==> src/rtl/score_scan_display.sv <==
// score_scan_display: saturating BCD score accumulator with multiplexed active-low seven-segment scan; define SCORE_LZB_EN for leading-zero blanking
module score_scan_display #(
   parameter int DIGITS   = 4,
   parameter int SCAN_DIV = 100000,
   parameter int POINTS_W = 4
) (
   input  logic                clk,
   input  logic                rst,
   input  logic                add_valid,
   input  logic [POINTS_W-1:0] add_points,
   output logic                add_ready,
   input  logic                clear,
   output logic [4*DIGITS-1:0] score_bcd,
   output logic                saturated,
   output logic [DIGITS-1:0]   an,
   output logic [6:0]          seg
);
   localparam int PW = $clog2(SCAN_DIV);
   localparam int IW = DIGITS > 1 ? $clog2(DIGITS) : 1;
   logic [4*DIGITS-1:0] score_q, score_d, score_inc;
   logic [POINTS_W-1:0] pending_q, pending_d;
   logic                sat_q, sat_d, all_nines;
   logic [PW-1:0]       presc_q, presc_d;
   logic [IW-1:0]       idx_q, idx_d;
   logic [DIGITS-1:0]   an_q, an_d;
   logic [6:0]          seg_q, seg_d;
   logic [3:0]          cur_digit;
   logic                blank, tick;

   function automatic logic [6:0] enc(input logic [3:0] d);
      case (d)
         4'd0: enc = 7'b1000000;
         4'd1: enc = 7'b1111001;
         4'd2: enc = 7'b0100100;
         4'd3: enc = 7'b0110000;
         4'd4: enc = 7'b0011001;
         4'd5: enc = 7'b0010010;
         4'd6: enc = 7'b0000010;
         4'd7: enc = 7'b1111000;
         4'd8: enc = 7'b0000000;
         4'd9: enc = 7'b0010000;
         default: enc = 7'h7F;
      endcase
   endfunction

   assign add_ready = (pending_q == '0);
   assign score_bcd = score_q;
   assign saturated = sat_q;
   assign an        = an_q;
   assign seg       = seg_q;
   assign tick      = (presc_q == PW'(SCAN_DIV - 1));

   // score plus one with BCD ripple carry; all_nines is the carry out of the top digit
   always_comb begin
      score_inc = score_q;
      all_nines = 1'b1;
      for (int i = 0; i < DIGITS; i++) begin
         if (all_nines) begin
            score_inc[4*i +: 4] = (score_q[4*i +: 4] == 4'd9) ? 4'd0 : score_q[4*i +: 4] + 4'd1;
            all_nines = (score_q[4*i +: 4] == 4'd9);
         end
      end
   end

   // award accept/drain; clear wins over both, and an increment at all-nines is dropped and flagged
   always_comb begin
      score_d   = score_q;
      pending_d = pending_q;
      sat_d     = sat_q;
      if (clear) begin
         score_d   = '0;
         pending_d = '0;
         sat_d     = 1'b0;
      end else if (pending_q != '0) begin
         pending_d = pending_q - 1'b1;
         score_d   = all_nines ? score_q : score_inc;
         sat_d     = sat_q | all_nines;
      end else if (add_valid) begin
         pending_d = add_points;
      end
   end

   // select the digit being scanned; idx 0 is the most-significant digit
   always_comb begin
      cur_digit = '0;
      for (int i = 0; i < DIGITS; i++)
         if (i == int'(idx_q)) cur_digit = score_q[4*(DIGITS-1-i) +: 4];
   end

`ifdef SCORE_LZB_EN
   // blank while this digit and everything to its left are zero; the rightmost digit always shows
   always_comb begin
      blank = (int'(idx_q) != DIGITS - 1);
      for (int i = 0; i < DIGITS; i++)
         if (i <= int'(idx_q) && score_q[4*(DIGITS-1-i) +: 4] != 4'd0) blank = 1'b0;
   end
`else
   assign blank = 1'b0;
`endif

   // prescaler and digit scan; anodes and segments update together on each tick
   always_comb begin
      presc_d = tick ? '0 : presc_q + 1'b1;
      idx_d   = !tick ? idx_q : (idx_q == IW'(DIGITS - 1)) ? '0 : idx_q + 1'b1;
      an_d    = tick ? ~(DIGITS'(1) << (DIGITS - 1 - int'(idx_q))) : an_q;
      seg_d   = !tick ? seg_q : blank ? 7'h7F : enc(cur_digit);
   end

   // state registers with synchronous reset
   always_ff @(posedge clk) begin
      if (rst) begin
         score_q   <= '0;
         pending_q <= '0;
         sat_q     <= 1'b0;
         presc_q   <= '0;
         idx_q     <= '0;
         an_q      <= '1;
         seg_q     <= 7'h7F;
      end else begin
         score_q   <= score_d;
         pending_q <= pending_d;
         sat_q     <= sat_d;
         presc_q   <= presc_d;
         idx_q     <= idx_d;
         an_q      <= an_d;
         seg_q     <= seg_d;
      end
   end
endmodule

==> config.mk <==
export PLATFORM = sky130hd
export DESIGN_NAME = score_scan_display
export DESIGN_NICKNAME = d
export VERILOG_FILES = /design/src/rtl/score_scan_display.sv
export SDC_FILE = /design/constraint.sdc
export NUM_CORES = 1
export LEC_CHECK = 0
export ABC_AREA = 0
export BUFFER_PORTS_ARGS = -buffer_cell sky130_fd_sc_hd__buf_4
export CAP_MARGIN = 0
export CORE_MARGIN = 1.5
export CORE_UTILIZATION = 49
export CTS_CLUSTER_SIZE = 24
export DETAILED_ROUTE_END_ITERATION = 7
export GPL_ROUTABILITY_DRIVEN = 0
export PLACE_DENSITY_LB_ADDON = 0.15
export SETUP_SLACK_MARGIN = 0.1
export SLEW_MARGIN = 20
export SYNTH_ARGS = -nofsm -noshare
export SYNTH_HDL_FRONTEND = slang
export SYNTH_SLANG_ARGS = --single-unit
export TNS_END_PERCENT = 20
==> constraint.sdc <==
create_clock -name clk -period 2.75 [get_ports clk]
set_input_delay 0.275 -clock clk [delete_from_list [all_inputs] [get_ports clk]]
set_output_delay 0.275 -clock clk [all_outputs]
set_load 0.01 [all_outputs]
==> run summary <==
Slowest cell on crit path: ha_1
Die H: 75.55 um
crit-path cells: ha_1 > a211oi_1 > a221oi_1 > buf_4 > ha_1 > o21ai_0 > a21oi_1 > a211o_1
CP most frequent cell: ha_1
ANT nets after route: 0
status: finished clean
highest metal layer with signal wires: met4
final setup TNS: 0 ps
Worst-path clk slew: 90 ps
Post-Syn Instances: 302
post-cts repair resize count: 0
Mapped Nets: 317
Worst EP arrival: 2450 ps
Achievable Freq: 0.4443 GHz
final hold vios: 0
hold_ws: 244.9 ps
IO buf count: 36
family with the most delay on the worst path: compound AO/OA/AOI/OAI gates
reg2reg start: idx_q[0]$_SDFFE_PP0N_
hold worst-path end: pending_q[0]$_SDFFE_PP0P_
Switch Pwr: 305.4 uW
Post-synth EDFFs: 0
Post-Syn Area per Cell: 8.539 um2
Buf/Inv on CP: 1
Power Internal: 1015 uW
Sw Ratio: 23.12%
final number of setup-violating endpoints: 0
placed wire-length estimate: 3660 um
detailed-route wire length per cell: 12.67 um
ys async rst share: 0%
Clock Skews: 7.151 ps
LEAKAGE: 0.001151 uW
first-iteration detailed-routing DRC count: 137
pin count of the biggest net entering global routing: 22
Worst slew margin: 63.22%
worst reg-to-reg path cell count: 8
WL final: 5157 um
# IOs: 37
hold_sp: add_points[0]
post-synthesis sequential area ratio: 39.59%
Sink Count: 51
Final WS setup: 499.1 ps
initial antenna violation count: 0
core area: 0.005075 mm2
count of pins over their slew limit: 0
CP max FO: 14
critical path type: reg2reg
Synth Register Bits: 51
crit share post-route: 81.85%
Crit. End Element: flop
Hold Path Cell Cnt: 3
Skew-Pair Late Insertion Delay: 300 ps
Hold Path Class: in2reg
initial core utilization: 50.81%
final net count: 351
Worst-Margin Slew: 550.6 ps
logic gate share of total power: 6.8%
global-route wire length before repair: 8452 um
vias in the first global route: 1,865
FF-to-FF setup slack: 500 ps
ratio of cells with drive above 1 in the final layout: 18.10%
Crit path required time: 2950 ps
chip width: 75.55 um
min Tclk post-route: 2251 ps
Residual DRC: 0
H-Tree Level Count: 2
hold buffer count at cts: 0
Post-Place Worst Slack: 502.6 ps
synthesized cell area: 0.002579 mm2
Cell variety after synth: 51
CTS tree: built
reg2reg end: seg[1]$_SDFFE_PP1N_
Total GRT Usage: 19.40%
Reg power frac: 57.4%
crit path launch type: flop
peak supply drop: 0.2172 mV
Clock power frac: 35.7%
setup bufs post-CTS: 0
P per Cell Area: 440.3 mW/mm2
Core Rows: 26
routed vias/inst: 5.300
Area growth syn-to-layout: 16.30%
met2 WL post-DR: 2401 um
cts bufs inserted: 5
Overflow after GRT: 0
Yosys Warn Count: 0
Post-synth top flop: dfxtp_1
root buf cell: clkbuf_8
clock buffer depth: 2
routed via count: 2,157
Max-Cap Viols: 0
Pre-antenna DRT Iters: 5
placed cell area: 0.002899 mm2
Antenna Cells: 0
WL met3: 129 um
WL met1: 2572 um
design area: 0.002999 mm2
Levels on crit path: 8
Die Area: 0.005707 mm2
CP max stage delay: 440 ps
RSZ-0062 raised after global routing: no
[how the worst max path moves through the flow]
stage                                to  slack, ps             startpoint
global route        seg[1]$_SDFFE_PP1N_        300  idx_q[0]$_SDFFE_PP0N_
finish              seg[1]$_SDFFE_PP1N_        500  idx_q[0]$_SDFFE_PP0N_
global placement    seg[1]$_SDFFE_PP1N_        580  idx_q[0]$_SDFFE_PP0N_
floorplan           seg[1]$_SDFFE_PP1N_        480  idx_q[1]$_SDFFE_PP0N_
detailed placement  seg[1]$_SDFFE_PP1N_        500  idx_q[0]$_SDFFE_PP0N_
CTS                 seg[1]$_SDFFE_PP1N_        490  idx_q[0]$_SDFFE_PP0N_
[cells in the mapped netlist (2+ instances only)]
library cell	n	area share, %
dfxtp_1	51	40
nor2_1	51	7.4
nand2_1	18	2.6
a21oi_1	17	3.3
inv_1	12	1.7
nand3_1	12	2.3
xor2_1	12	4.1
xnor2_1	11	3.7
a211oi_1	8	2.3
clkbuf_1	8	1.2
nand4_1	8	1.9
nor3_1	8	1.6
ha_1	7	3.4
nor3b_1	7	2.0
a211o_1	6	2.0
a31oi_1	5	1.2
nand3b_1	5	1.5
nor4_1	5	1.2
mux2i_1	4	1.6
nor4bb_1	3	1.2
o21ai_0	3	0.58
o31ai_1	3	0.87
or2_2	3	0.73
a221oi_1	2	0.68
and2_2	2	0.58
and2b_1	2	0.58
and3_1	2	0.49
buf_6	2	0.87
clkbuf_2	2	0.39
or3_1	2	0.49
[sequential cells by signal, indices dropped and copies added (netlist names)]
register and count:
seg 7, presc_q 17, an 4, score_bcd 16
idx_q 2, saturated 1, pending_q 4
[layout make-up]
class | count | area [um2]
Fill cell | 500 | 2076
Multi-Input combinational cell | 224 | 1429
Sequential cell | 51 | 1021
Timing Repair Buffer | 41 | 307.8
Clock buffer | 8 | 100.1
Tap cell | 70 | 87.58
Inverter | 13 | 53.80
[cells by family after synthesis]
group / synth area share (%)
muxes: 1.553
AOI/OAI and AO/OA: 12.52
buffers and inverters: 4.997
and+or+nand+nor: 30.13
adders and majority gates: 3.396
DFF: 39.59
xor gates and xnor gates: 7.812
[metrics by stage]
step / util, % / instances / power (uW)
after CTS: 59.10 / 407 / 1337
after detailed placement: 57.13 / 399 / 866.1
after global placement: 57.13 / 399 / 865.0
after floorplan: - / 302 / 843.7
final: 59.10 / 407 / 1321
after global routing: 59.10 / 407 / 1385
[power groups by stage]
stage                     logic, uW  registers [uW]  clock network [uW]
after floorplan                70.1             774                   0
after global placement         90.1             775                   0
after detailed placement       90.6             775                   0
after CTS                      90.6             758                 488
after global routing            101             760                 523
final                          90.4             759                 472
[worst reg2reg max path, delay by kind of cell, from the launching register on]
family,cells,cell delay (ps)
fa+ha+maj,2,670
compound gates,5,880
buf+inv,1,190
flops,1,400
[routing by layer]
| metal | vias to the layer above | track usage [%] |
|---|---|---|
| li1 | 1129 | - |
| met2 | 25 | 31.58 |
| met5 | - | 0 |
| met3 | 5 | 4.365 |
| met4 | 0 | 7.143 |
| met1 | 998 | 25.22 |
[cell usage in the layout (no fill, tap or decap), types with 3 or more instances in the layout]
cell,instances
a211oi_1,8
nand3b_1,5
dfxtp_1,51
ha_1,7
nor2_1,51
a211o_1,6
nor4bb_1,3
nor3b_1,7
o21ai_0,3
buf_4,41
clkbuf_8,7
a21oi_1,17
a31oi_1,5
mux2i_1,4
nand2_1,18
nand4_1,8
xnor2_1,11
o31ai_1,3
xor2_1,12
nand3_1,12
or2_2,3
nor3_1,8
inv_1,12
nor4_1,5
Power figures use the tool's default switching activity.
